**config.mk**
```make
export PLATFORM = sky130hd
export DESIGN_NAME = uart_loader
export DESIGN_NICKNAME = d
export VERILOG_FILES = /design/src/rtl/uart_loader_pkg.sv /design/src/rtl/uart_loader_rx_byte.sv /design/src/rtl/uart_loader.sv
export SDC_FILE = /design/constraint.sdc
export NUM_CORES = 1
export LEC_CHECK = 0
export CAP_MARGIN = 20
export CORE_ASPECT_RATIO = 0.75
export CORE_MARGIN = 1.5
export CORE_UTILIZATION = 62
export CTS_CLUSTER_SIZE = 14
export DETAILED_ROUTE_END_ITERATION = 10
export PLACE_DENSITY_LB_ADDON = 0.12
export SETUP_SLACK_MARGIN = 0.15
export SYNTH_ARGS = -nofsm -noshare
export SYNTH_HDL_FRONTEND = slang
export SYNTH_HIERARCHICAL = 1
export SYNTH_SLANG_ARGS = --single-unit
```
**constraint.sdc**
```tcl
create_clock -name clk -period 6.1 [get_ports clk]
set_input_delay 1.22 -clock clk [delete_from_list [all_inputs] [get_ports clk]]
set_output_delay 1.22 -clock clk [all_outputs]
set_load 0.02 [all_outputs]
```
**src/rtl/uart_loader_pkg.sv**
```systemverilog
// Shared constants and state encodings for the UART boot loader.
package uart_loader_pkg;

  localparam logic [7:0]  SYNC_BYTE        = 8'hA5;
  localparam int unsigned DEFAULT_BAUD_DIV = 868;

  typedef enum logic [2:0] {
    LD_SYNC,
    LD_CNT_LO,
    LD_CNT_HI,
    LD_DATA,
    LD_CSUM,
    LD_DONE,
    LD_ERR
  } ld_state_e;

  typedef enum logic [1:0] {
    RX_IDLE,
    RX_START,
    RX_DATA,
    RX_STOP
  } rx_state_e;

endpackage

```
**src/rtl/uart_loader_rx_byte.sv**
```systemverilog
// 8N1 byte receiver: 2-FF synchronizer, mid-bit sampling timer, LSB-first shifter.
module uart_rx_byte
  import uart_loader_pkg::*;
#(
  parameter int unsigned BAUD_DIV = DEFAULT_BAUD_DIV
) (
  input  logic       clk,
  input  logic       rst,
  input  logic       rx,
  output logic [7:0] rx_byte,
  output logic       byte_valid,
  output logic       frame_err
);

  localparam logic [15:0] FULL_LAST = 16'(BAUD_DIV - 1);
  localparam logic [15:0] HALF_LAST = 16'(BAUD_DIV / 2 - 1);

  rx_state_e   state_q, state_d;
  logic        rx_s1_q, rx_s2_q, rx_prev_q;
  logic [15:0] cnt_q, cnt_d;
  logic [2:0]  bit_q, bit_d;
  logic [7:0]  shift_q, shift_d;
  logic        fall;
  logic        tick;

  always_ff @(posedge clk) begin
    if (rst) begin
      rx_s1_q   <= 1'b1;
      rx_s2_q   <= 1'b1;
      rx_prev_q <= 1'b1;
      state_q   <= RX_IDLE;
      cnt_q     <= '0;
      bit_q     <= '0;
    end else begin
      rx_s1_q   <= rx;
      rx_s2_q   <= rx_s1_q;
      rx_prev_q <= rx_s2_q;
      state_q   <= state_d;
      cnt_q     <= cnt_d;
      bit_q     <= bit_d;
    end
    shift_q <= shift_d;
  end

  // The start bit is checked half a bit in; every later sample is one full bit apart.
  always_comb begin
    fall = rx_prev_q & ~rx_s2_q;
    tick = (state_q == RX_START) ? (cnt_q == HALF_LAST) : (cnt_q == FULL_LAST);
  end

  always_comb begin
    state_d = state_q;
    case (state_q)
      RX_IDLE:  if (fall) state_d = RX_START;
      RX_START: if (tick) state_d = rx_s2_q ? RX_IDLE : RX_DATA;
      RX_DATA:  if (tick && bit_q == 3'd7) state_d = RX_STOP;
      RX_STOP:  if (tick) state_d = RX_IDLE;
      default:  state_d = RX_IDLE;
    endcase
  end

  always_comb begin
    cnt_d   = (tick || state_q == RX_IDLE) ? 16'd0 : cnt_q + 16'd1;
    bit_d   = bit_q;
    shift_d = shift_q;
    if (state_q == RX_START) begin
      bit_d = '0;
    end
    if (state_q == RX_DATA && tick) begin
      shift_d = {rx_s2_q, shift_q[7:1]};
      bit_d   = bit_q + 3'd1;
    end
  end

  always_comb begin
    rx_byte    = shift_q;
    byte_valid = (state_q == RX_STOP) && tick && rx_s2_q;
    frame_err  = (state_q == RX_STOP) && tick && !rx_s2_q;
  end

endmodule

```
**src/rtl/uart_loader.sv**
```systemverilog
// Boot loader: consumes a framed image from the UART, writes words to instruction
// memory and releases the core from reset once the checksum verifies.
module uart_loader
  import uart_loader_pkg::*;
#(
  parameter int unsigned BAUD_DIV  = DEFAULT_BAUD_DIV,
  parameter logic [31:0] BASE_ADDR = 32'h0000_0000,
  parameter int unsigned MAX_WORDS = 1024
) (
  input  logic        clk,
  input  logic        rst,
  input  logic        rx,
  output logic        mem_we,
  output logic [31:0] mem_addr,
  output logic [31:0] mem_wd,
  output logic        cpu_rst,
  output logic        done,
  output logic        error
);

  logic [7:0]  rx_byte;
  logic        byte_valid;
  logic        frame_err;

  ld_state_e   state_q, state_d;
  logic [7:0]  cnt_lo_q, cnt_lo_d;
  logic [15:0] n_q, n_d;
  logic [15:0] word_idx_q, word_idx_d;
  logic [1:0]  byte_idx_q, byte_idx_d;
  logic [31:0] wd_q, wd_d;
  logic [31:0] addr_q, addr_d;
  logic        we_q, we_d;
  logic [7:0]  csum_q, csum_d;
  logic [15:0] cnt_rx;
  logic        sync_hit;
  logic        last_byte_of_word;

  uart_rx_byte #(
    .BAUD_DIV(BAUD_DIV)
  ) u_rx (
    .clk       (clk),
    .rst       (rst),
    .rx        (rx),
    .rx_byte   (rx_byte),
    .byte_valid(byte_valid),
    .frame_err (frame_err)
  );

  always_ff @(posedge clk) begin
    if (rst) begin
      state_q    <= LD_SYNC;
      cnt_lo_q   <= '0;
      n_q        <= '0;
      word_idx_q <= '0;
      byte_idx_q <= '0;
      wd_q       <= '0;
      addr_q     <= BASE_ADDR;
      we_q       <= 1'b0;
      csum_q     <= '0;
    end else begin
      state_q    <= state_d;
      cnt_lo_q   <= cnt_lo_d;
      n_q        <= n_d;
      word_idx_q <= word_idx_d;
      byte_idx_q <= byte_idx_d;
      wd_q       <= wd_d;
      addr_q     <= addr_d;
      we_q       <= we_d;
      csum_q     <= csum_d;
    end
  end

  always_comb begin
    cnt_rx            = {rx_byte, cnt_lo_q};
    sync_hit          = byte_valid && (rx_byte == SYNC_BYTE);
    last_byte_of_word = byte_valid && (byte_idx_q == 2'd3);
  end

  always_comb begin
    state_d = state_q;
    case (state_q)
      LD_SYNC: if (sync_hit) state_d = LD_CNT_LO;
      LD_CNT_LO: begin
        if (frame_err)       state_d = LD_ERR;
        else if (byte_valid) state_d = LD_CNT_HI;
      end
      LD_CNT_HI: begin
        if (frame_err) state_d = LD_ERR;
        else if (byte_valid) begin
          if ({16'd0, cnt_rx} > 32'(MAX_WORDS)) state_d = LD_ERR;
          else if (cnt_rx == 16'd0)             state_d = LD_CSUM;
          else                                  state_d = LD_DATA;
        end
      end
      LD_DATA: begin
        if (frame_err) state_d = LD_ERR;
        else if (last_byte_of_word && word_idx_q == n_q - 16'd1) state_d = LD_CSUM;
      end
      LD_CSUM: begin
        if (frame_err)       state_d = LD_ERR;
        else if (byte_valid) state_d = (rx_byte == csum_q) ? LD_DONE : LD_ERR;
      end
      default: state_d = state_q;
    endcase
  end

  // Address advances the cycle after the strobe so it stays stable while mem_we is high.
  always_comb begin
    cnt_lo_d   = cnt_lo_q;
    n_d        = n_q;
    word_idx_d = word_idx_q;
    byte_idx_d = byte_idx_q;
    wd_d       = wd_q;
    addr_d     = we_q ? addr_q + 32'd4 : addr_q;
    we_d       = 1'b0;
    csum_d     = csum_q;
    case (state_q)
      LD_SYNC: begin
        if (sync_hit) begin
          csum_d     = '0;
          word_idx_d = '0;
          byte_idx_d = '0;
          addr_d     = BASE_ADDR;
        end
      end
      LD_CNT_LO: if (byte_valid) cnt_lo_d = rx_byte;
      LD_CNT_HI: if (byte_valid) n_d = cnt_rx;
      LD_DATA: begin
        if (byte_valid) begin
          wd_d[{byte_idx_q, 3'b000} +: 8] = rx_byte;
          csum_d     = csum_q + rx_byte;
          byte_idx_d = byte_idx_q + 2'd1;
          if (byte_idx_q == 2'd3) begin
            we_d       = 1'b1;
            word_idx_d = word_idx_q + 16'd1;
          end
        end
      end
      default: ;
    endcase
  end

  always_comb begin
    mem_we   = we_q;
    mem_addr = addr_q;
    mem_wd   = wd_q;
    done     = (state_q == LD_DONE);
    error    = (state_q == LD_ERR);
    cpu_rst  = (state_q != LD_DONE);
  end

endmodule

```
After elaboration in Yosys (flattened, before gate mapping)
Cells that the tools add are included.
{ "totals": {"regBits": 150, "in_bits": 3, "word_cells": 121} }
{ "classes": {"n_addsub": 8, "order_cmp": 1, "eq_ne": 28, "n_shift": 2, "muxes": 37, "bitwise": 4, "n_reduce_logical": 25} }
{ "ops": {"columns": ["op", "n"], "rows": [
  ["$mux 32", 3],
  ["$mux 16", 3],
  ["$mux 3", 13],
  ["$add 16x1->16 const B", 2],
  ["$add 32x3->32 const B", 1],
  ["$bwmux 32", 1],
  ["$pmux 16 s2", 1],
  ["$shift 8x7->32 const A", 1],
  ["$shiftx 8x7->32", 1],
  ["$eq 16x10->1 const B", 1],
  ["$eq 16x16->1", 1],
  ["$eq 16x9->1 const B", 1],
  ["$gt 16x11->1 const B", 1],
  ["$logic_not 16->1", 1],
  ["$mux 2", 8],
  ["$mux 8", 2],
  ["$pmux 8 s2", 1],
  ["$sub 16x1->16 const B", 1],
  ["$ne 3x3->1 const B", 5],
  ["$pmux 3 s5", 1],
  ["$eq 3x3->1 const B", 4],
  ["$add 8x8->8", 1],
  ["$eq 8x8->1", 1],
  ["$eq 8x8->1 const B", 1],
  ["other kinds (27)", 49]
]} }

Longest topological paths before layout
Gate-level depths: netlist of run 1.
{ "depth": {"depth_word": 9, "mapped_depth": 13, "depth_no_buf": 11} }

Modules after synthesis
The synthesis of run 1 kept the hierarchy.
{ "modules_own_cells": {"columns": ["module", "n_inst", "cells_each", "area_each_um2", "seq_area_each_um2"], "rows": [
  ["uart_loader", 1, 736, 5856.9, 2322.2],
  ["uart_rx_byte", 1, 138, 1428.9, 720.7]
]} }

Worst setup path after synthesis of run 1
No wires, ideal clock.
{ "synth_timing": {"path_kind": "flip-flop to flip-flop", "start": "register u_rx.cnt_q[3]", "end": "register, netlist name state_q[1]", "setup_time_ns": 0.086, "arrival_time_ns": 3.116, "path_slack_ns": 2.899, "path_stages_with_launch": 12, "path_buffers": 0, "period_less_slack_ns": 3.201, "path_cell_list": "dfxtp_1 nor4b_2 and4_1 nand2_1 nor4b_1 nor2_1 maj3_1 o221a_2 nor4_1 and3_4 a311oi_1 a211oi_1"} }
{ "synth_rtl": {"columns": ["element", "line", "text"], "rows": [
  ["start: declaration", "uart_loader_rx_byte.sv:20", "logic [15:0] cnt_q, cnt_d;"],
  ["start signal: assignment", "uart_loader_rx_byte.sv:39", "cnt_q <= cnt_d;"]
]} }

==> results by group, run 1 <==
Placed design
  – Post-DP Area: 7990 um2
  – Port bufs: 68
  – Final HPWL DP: 12.5 mm
  – Gpl congestion: 0.878

Cells and area
  – Final nets: 940
  – Layout cell share with drive strength beyond 1: 0.0624
  – Most frequent cells in the layout: dfxtp_1, nand2_1, nor2_1, a21oi_1, nand3_1
  – Final core occ: 0.747
  – Commonest non-fill, non-tap cell in the layout: dfxtp_1
  – Fillers: 852
  – Area delta synth->final: 18.2%
  – Ant. Diodes: 0
  – Finished Cell Area: 8610 um2

Clock tree
  – Setup Buffers After CTS: 0
  – Clock Tree Buf Depth: 2
  – Worst skew pair latency: 0.42 ns
  – CTS tree: done
  – H-tree Lvls: 4
  – CTS buffer count: 17
  – Post_cts resized: 0
  – Clock sink count: 148
  – CTS Root Buffer Type: clkbuf_16
  – Hold buffer count at CTS: 0
  – Clk slew on worst S/H paths: 0.06 ns

Synth
  – Cell variety after synth: 75
  – Avg Cell Area, Syn: 8.34 um2
  – Seq/Total Area, Yosys: 0.418
  – Synth warn: 6
  – Asr flop ratio synth: 0
  – Post-synth EDFFs: 8
  – Synth Register Bits: 148
  – Mapped Area: 7290 um2
  – Predominant post-synthesis flop cell: dfxtp_1
  – Synth Instances: 874

Detailed routing
  – Drt pass-1 iters: 5
  – Post-route DRC: 0
  – Via density: 6.06
  – Routed length per placed instance: 16.8 um
  – Total Routed Length: 18.4 mm
  – Routed Antenna Nets: 0
  – Total number of vias: 6619
  – Initial DRC Count: 663

Worst setup path
  – Critical path depth in cells: 11
  – Startpoint Class: register
  – CP Data Required Time: 6.43 ns
  – Crit-path slowest cell: dfxtp_1
  – CP Cell Sequence: nand2b_4 > mux2_4 > nor2_1 > and4_2 > nor2b_1 > nand4_1 > o221a_2 > nor4_1 > and3_4 > a311oi_1 > a211oi_1
  – CP Max Fanout: 16
  – Largest stage delay, worst path: 0.60 ns
  – Arrival @ worst endpoint: 4.19 ns
  – Worst Path Buf+Inv: 0
  – WS Path Type: register to register
  – Reg2Reg Depth: 11
  – Crit end category: register
  – CP delay by family, top: simple AND/OR/NAND/NOR gates

Global route
  – Number of global-route vias before repair: 6521
  – Total grt overflow: 0
  – GRT Overall Usage: 0.307
  – Initial antenna violation count: 0
  – First-pass GRT wire length: 30.9 mm
  – Pin count of the biggest net entering global routing: 47

Floorplan
  – Core box area: 11500 um2
  – Row cnt: 34
  – Starting Density: 0.632
  – IO Count: 71
  – Die X: 128 um
  – Die Y: 96.9 um
  – Die ar.: 12400 um2

STA
  – Slew margin rel.: 0.338
  – Final slew viol count: 0
  – Setup Viol. Count Final: 0
  – Final Skew: 0.00903 ns
  – Final min period: 3.85 ns
  – Final setup TNS: 0 ns
  – Hold WS: 0.439 ns
  – Fmax: 260 MHz
  – Slew @ Worst Pin: 0.990 ns
  – Final worst-path cycle share: 0.631
  – Fin. Hold Viols: 0
  – RSZ-0062 raised after global routing: false

Power and ir drop
  – Static leakage: 2.95 nW
  – Max rail drop VDD: 0.185 mV
  – P per Cell Area: 244 nW/um2

Run status
  – Status: finished, final reports clean

Flow run
  – Maxcap violations: 0

Worst hold path
  – HP Class: register to register
  – Worst hold path stage count: 1
==> metal layers <==
| layer | vias to the layer above | share of wire | track usage |
|---|---|---|---|
| met5 | - | 0 | 0 |
| met4 | 0 | 0.022 | 0.131 |
| met3 | 49 | 0.054 | 0.0608 |
| met2 | 223 | 0.48 | 0.486 |
| met1 | 3192 | 0.45 | 0.410 |
| li1 | 3155 | - | - |
==> cells in the mapped netlist (6+ instances only) <==
cell type	instances	share of area
mux2i_1	12	0.016
nor3_1	18	0.012
inv_1	21	0.011
xnor2_1	37	0.044
nor4_1	14	0.012
edfxtp_1	8	0.033
nor3b_1	7	0.0072
nand2_1	108	0.056
nor2_1	90	0.046
clkbuf_1	39	0.020
dfxtp_1	140	0.38
o21ai_0	19	0.013
or3_1	12	0.010
ha_1	19	0.033
and4_1	8	0.0096
and3_1	12	0.010
nand3_1	73	0.050
a21oi_1	75	0.052
xor2_1	34	0.041
nand2b_1	7	0.0060
or2_2	6	0.0052
and2_1	8	0.0069
nand4_1	13	0.011
or4_1	6	0.0062
==> through the flow <==
step                cells  worst slack (ns)  power [mW]
floorplan             875              2.90        1.03
global placement     1059              2.67        1.03
detailed placement   1059              2.41        1.03
CTS                  1091              2.37        2.11
global route         1092              2.00        2.16
finish               1092              2.25        2.10
==> state kept, by name (all words and copies together), names as in the netlist <==
name,flops
u_rx/rx_s1_q,1
word_idx_q,16
cnt_lo_q,8
byte_idx_q,2
mem_addr,30
u_rx/state_q,2
u_rx/cnt_q,16
mem_wd,32
u_rx/bit_q,3
mem_we,1
n_q,16
csum_q,8
u_rx/rx_byte,8
u_rx/rx_s2_q,1
u_rx/rx_prev_q,1
state_q,3
==> path summary, 6_finish.rpt <==
path / start / end / slack, ns
worst min-delay path: u_rx/rx_s1_q / u_rx/rx_s2_q / 0.44
worst min register to register: u_rx/rx_s1_q / u_rx/rx_s2_q / 0.44
worst max register to register: u_rx/state_q[1] / state_q[2] / 2.25
worst max-delay path: u_rx/state_q[1] / state_q[2] / 2.25
==> layout make-up <==
cell class | instances | area, um2 | area share
Multi-Input combinational cell | 657 | 3970 | 0.461
Clock buffer | 20 | 478 | 0.0555
Tap cell | 162 | 203 | 0.0235
Clock inverter | 12 | 139 | 0.0161
Inverter | 21 | 78.8 | 0.00915
Timing Repair Buffer | 72 | 706 | 0.0819
Sequential cell | 148 | 3040 | 0.353
==> cell families after synthesis <==
logic type,after synthesis,synth area share
muxes,14,0.0201
DFF,148,0.418
other,1,0.000515
xor gates and xnor gates,71,0.0854
buffers and inverters,70,0.0390
AOI/OAI and AO/OA,141,0.117
and+or+nand+nor,408,0.284
adders and majority gates,21,0.0368
==> where the power goes <==
part,switching (mW),total [mW],leakage (nW),internal [mW]
clock,0.431,1.09,0.305,0.656
combinational,0.0256,0.0336,1.44,0.00797
sequential,0.00510,0.981,1.20,0.976
total,0.462,2.10,2.95,1.64
No activity file was read; power rests on OpenSTA's default activity.
==> inputs of run 2 (changes only) <==
CORE_UTILIZATION = 52   (was 62)
clock period = 3.1 ns   (was 6.1 ns; I/O delays follow)
==> run 2 against run 1 <==
  * Critical path type unchanged
  * Clock power rose by 84%
  * Critical endpoint unchanged
  * Maximum frequency rose by 35%
  * The run now ends with DRC left
  * Sequential cell count unchanged
  * Global-route usage shrank 4.6 points
  * First-iteration DRC count shrank 25%
  * Largest cell class unchanged
  * Via count decreased by 0.47%
  * Die area up 19%
==> results by group, run 2 (synthesized netlist as in run 1, its figures left out) <==
Cells and area
  – Final nets: 963 (was 940)
  – Area delta synth->final: 22.1% (was 18.2%)
  – Fillers: 1141 (was 852)
  – Finished Cell Area: 8890 um2 (was 8610 um2)
  – Layout cell share with drive strength beyond 1: 0.104 (was 0.0624)
  – Flip-flop and latch area: 3050 um2 (was 3040 um2)
  – Number of flip-flops in the largest register: 32 (unchanged)
  – Commonest non-fill, non-tap cell in the layout: dfxtp_1 (unchanged)
  – Most frequent cells in the layout: dfxtp_1, nand2_1, nor2_1, a21oi_1, nand3_1 (unchanged)
  – Footprint of the multi-input gates: 4070 um2 (was 3970 um2)
  – Ant. Diodes: 0 (unchanged)

Power and ir drop
  – Switch share: 0.219 (was 0.220)
  – Static leakage: 3.12 nW (was 2.95 nW)
  – Clk pwr share: 0.501 (was 0.517)
  – Part of the power in registers: 0.481 (was 0.467)
  – Switching Power: 0.877 mW (was 0.462 mW)
  – P per Cell Area: 451 nW/um2 (was 244 nW/um2)
  – P_int: 3.13 mW (was 1.64 mW)
  – Max rail drop VDD: 0.348 mV (was 0.185 mV)
  – Gate power share: 0.018 (was 0.016)

STA
  – Final Skew: 0.0107 ns (was 0.00903 ns)
  – Slew margin rel.: 0.258 (was 0.338)
  – Setup Viol. Count Final: 0 (unchanged)
  – Final worst-path cycle share: 0.919 (was 0.631)
  – Slew @ Worst Pin: 1.11 ns (was 0.990 ns)
  – Final slew viol count: 0 (unchanged)
  – Final min period: 2.85 ns (was 3.85 ns)
  – RSZ-0062 raised after global routing: true (was false)
  – Final setup TNS: 0 ns (unchanged)
  – Fmax: 351 MHz (was 260 MHz)
  – Fin. Hold Viols: 0 (unchanged)

Floorplan
  – Die Y: 106 um (was 96.9 um)
  – Die ar.: 14700 um2 (was 12400 um2)
  – Core box area: 13700 um2 (was 11500 um2)
  – IO Count: 71 (unchanged)
  – Row cnt: 37 (was 34)
  – Starting Density: 0.532 (was 0.632)
  – Die X: 140 um (was 128 um)

Global route
  – Gr busiest metal: met2 (unchanged)
  – Pin count of the biggest net entering global routing: 67 (was 47)
  – GRT Overall Usage: 0.261 (was 0.307)
  – Number of global-route vias before repair: 6193 (was 6521)
  – Initial antenna violation count: 0 (unchanged)
  – Routing usage on met1: 0.360 (was 0.410)
  – Total grt overflow: 0 (unchanged)
  – First-pass GRT wire length: 30.8 mm (was 30.9 mm)
  – GR Util met2: 0.399 (was 0.486)
  – Met3 Track Usage GR: 0.0568 (was 0.0608)

Worst setup path
  – CP Data Required Time: 3.44 ns (was 6.43 ns)
  – WS Path Type: register to register (unchanged)
  – Largest stage delay, worst path: 0.37 ns (was 0.60 ns)
  – CP Max Fanout: 7 (was 16)
  – Crit-path slowest cell: maj3_1 (was dfxtp_1)
  – Startpoint Class: register (unchanged)
  – CP Cell Sequence: nand4bb_1 > mux2i_1 > nand2_1 > nor4b_4 > nor2_1 > maj3_1 > o221a_2 > nor4_4 > and3_4 > a311oi_1 > a211oi_1 (was nand2b_4 > mux2_4 > nor2_1 > and4_2 > nor2b_1 > nand4_1 > o221a_2 > nor4_1 > and3_4 > a311oi_1 > a211oi_1)
  – Arrival @ worst endpoint: 3.19 ns (was 4.19 ns)
  – Crit end category: register (unchanged)

Placed design
  – Final HPWL DP: 12.7 mm (was 12.5 mm)
  – Post-DP Area: 8160 um2 (was 7990 um2)
  – Gpl congestion: 0.879 (was 0.878)
  – Port bufs: 68 (unchanged)

Clock tree
  – CTS Root Buffer Type: clkbuf_16 (unchanged)
  – CTS buffer count: 17 (unchanged)
  – Clock sink count: 148 (unchanged)
  – Clock Tree Buf Depth: 2 (unchanged)
  – Clk slew on worst S/H paths: 0.06 ns (about the same)
  – H-tree Lvls: 4 (unchanged)
  – CTS tree: done (unchanged)
  – Worst skew pair latency: 0.43 ns (was 0.42 ns)

Detailed routing
  – Total Routed Length: 18.9 mm (was 18.4 mm)
  – Total number of vias: 6588 (was 6619)
  – Initial DRC Count: 497 (was 663)
  – Post-route DRC: 1 (was 0)
  – Via density: 5.85 (was 6.06)
  – Routed Antenna Nets: 0 (unchanged)
  – Drt pass-1 iters: 9 (was 5)
  – Routed length per placed instance: 16.7 um (was 16.8 um)

Run status
  – Status: finished with violations (was finished, final reports clean)
  – Violated checks: DRC

Worst hold path
  – HP Class: register to register (unchanged)

Flow run
  – Maxcap violations: 0 (unchanged)
run 2: cell types whose count changed in the layout (fill, tap and decap cells not counted), sizes merged:
cell	previous run	this run
clkbuf	20	22
bufinv	2	1
buf	5	28
inv	27	25
run 2: cell type report:
class / count / share of cell area
Clock inverter: 9 / 0.0104
Multi-Input combinational cell: 657 / 0.458
Clock buffer: 22 / 0.0544
Inverter: 21 / 0.00886
Sequential cell: 148 / 0.343
Timing Repair Buffer: 95 / 0.100
Tap cell: 175 / 0.0246
run 2: through the flow:
| stage | hold WS [ns] | power (mW) | util | std cells | setup WS [ns] |
|---|---|---|---|---|---|
| 2_1_floorplan | 0.389 | 2.02 | - | 875 | 0.214 |
| 4_1_cts | 0.426 | 4.03 | 0.641 | 1124 | 0.166 |
| 3_3_place_gp | 0.405 | 2.04 | 0.596 | 1090 | 0.141 |
| 3_5_place_dp | 0.406 | 2.04 | 0.596 | 1090 | 0.0585 |
| 5_1_grt | 0.453 | 4.13 | 0.649 | 1127 | 0.0824 |
| 6_report | 0.432 | 4.01 | 0.649 | 1127 | 0.250 |
run 2: power by group through the flow:
| stage | Sequential [mW] | Clock, mW | Combinational [mW] |
|---|---|---|---|
| 4_1_cts | 1.93 | 2.03 | 0.0672 |
| 2_1_floorplan | 1.97 | 0 | 0.0558 |
| 5_1_grt | 1.93 | 2.12 | 0.0796 |
| 3_3_place_gp | 1.97 | 0 | 0.0664 |
| 6_report | 1.93 | 2.01 | 0.0716 |
| 3_5_place_dp | 1.97 | 0 | 0.0666 |
run 2: worst paths after layout:
path / start / end / slack, ns / cells after the start
max: u_rx/cnt_q[9] / state_q[2] / 0.25 / 11
max reg2reg: u_rx/cnt_q[9] / state_q[2] / 0.25 / 11
min: u_rx/rx_s1_q / u_rx/rx_s2_q / 0.43 / 1
min reg2reg: u_rx/rx_s1_q / u_rx/rx_s2_q / 0.43 / 1
run 2: worst max-delay path, delay by kind of cell, from the launching register on:
kind | cells | cell delay [ns]
and+or+nand+nor | 6 | 1.15
adders and majority gates | 1 | 0.37
AOI/OAI and AO/OA | 3 | 0.62
muxes | 1 | 0.28
DFF | 1 | 0.35
run 2: what timing repair did:
item	4_1_cts	5_1_grt
pin swaps	5	8
cloned	0	0
gates resized for setup	8	19
setup endpoints to repair	4	9
buffers inserted	3	3
hold buffers	0	0
run 2: per-layer routing:
layer  routed length, um  part of all wire
met1                9000              0.48
met2                8370              0.44
met3                1170             0.062
met4                 318             0.017
met5                   0                 0
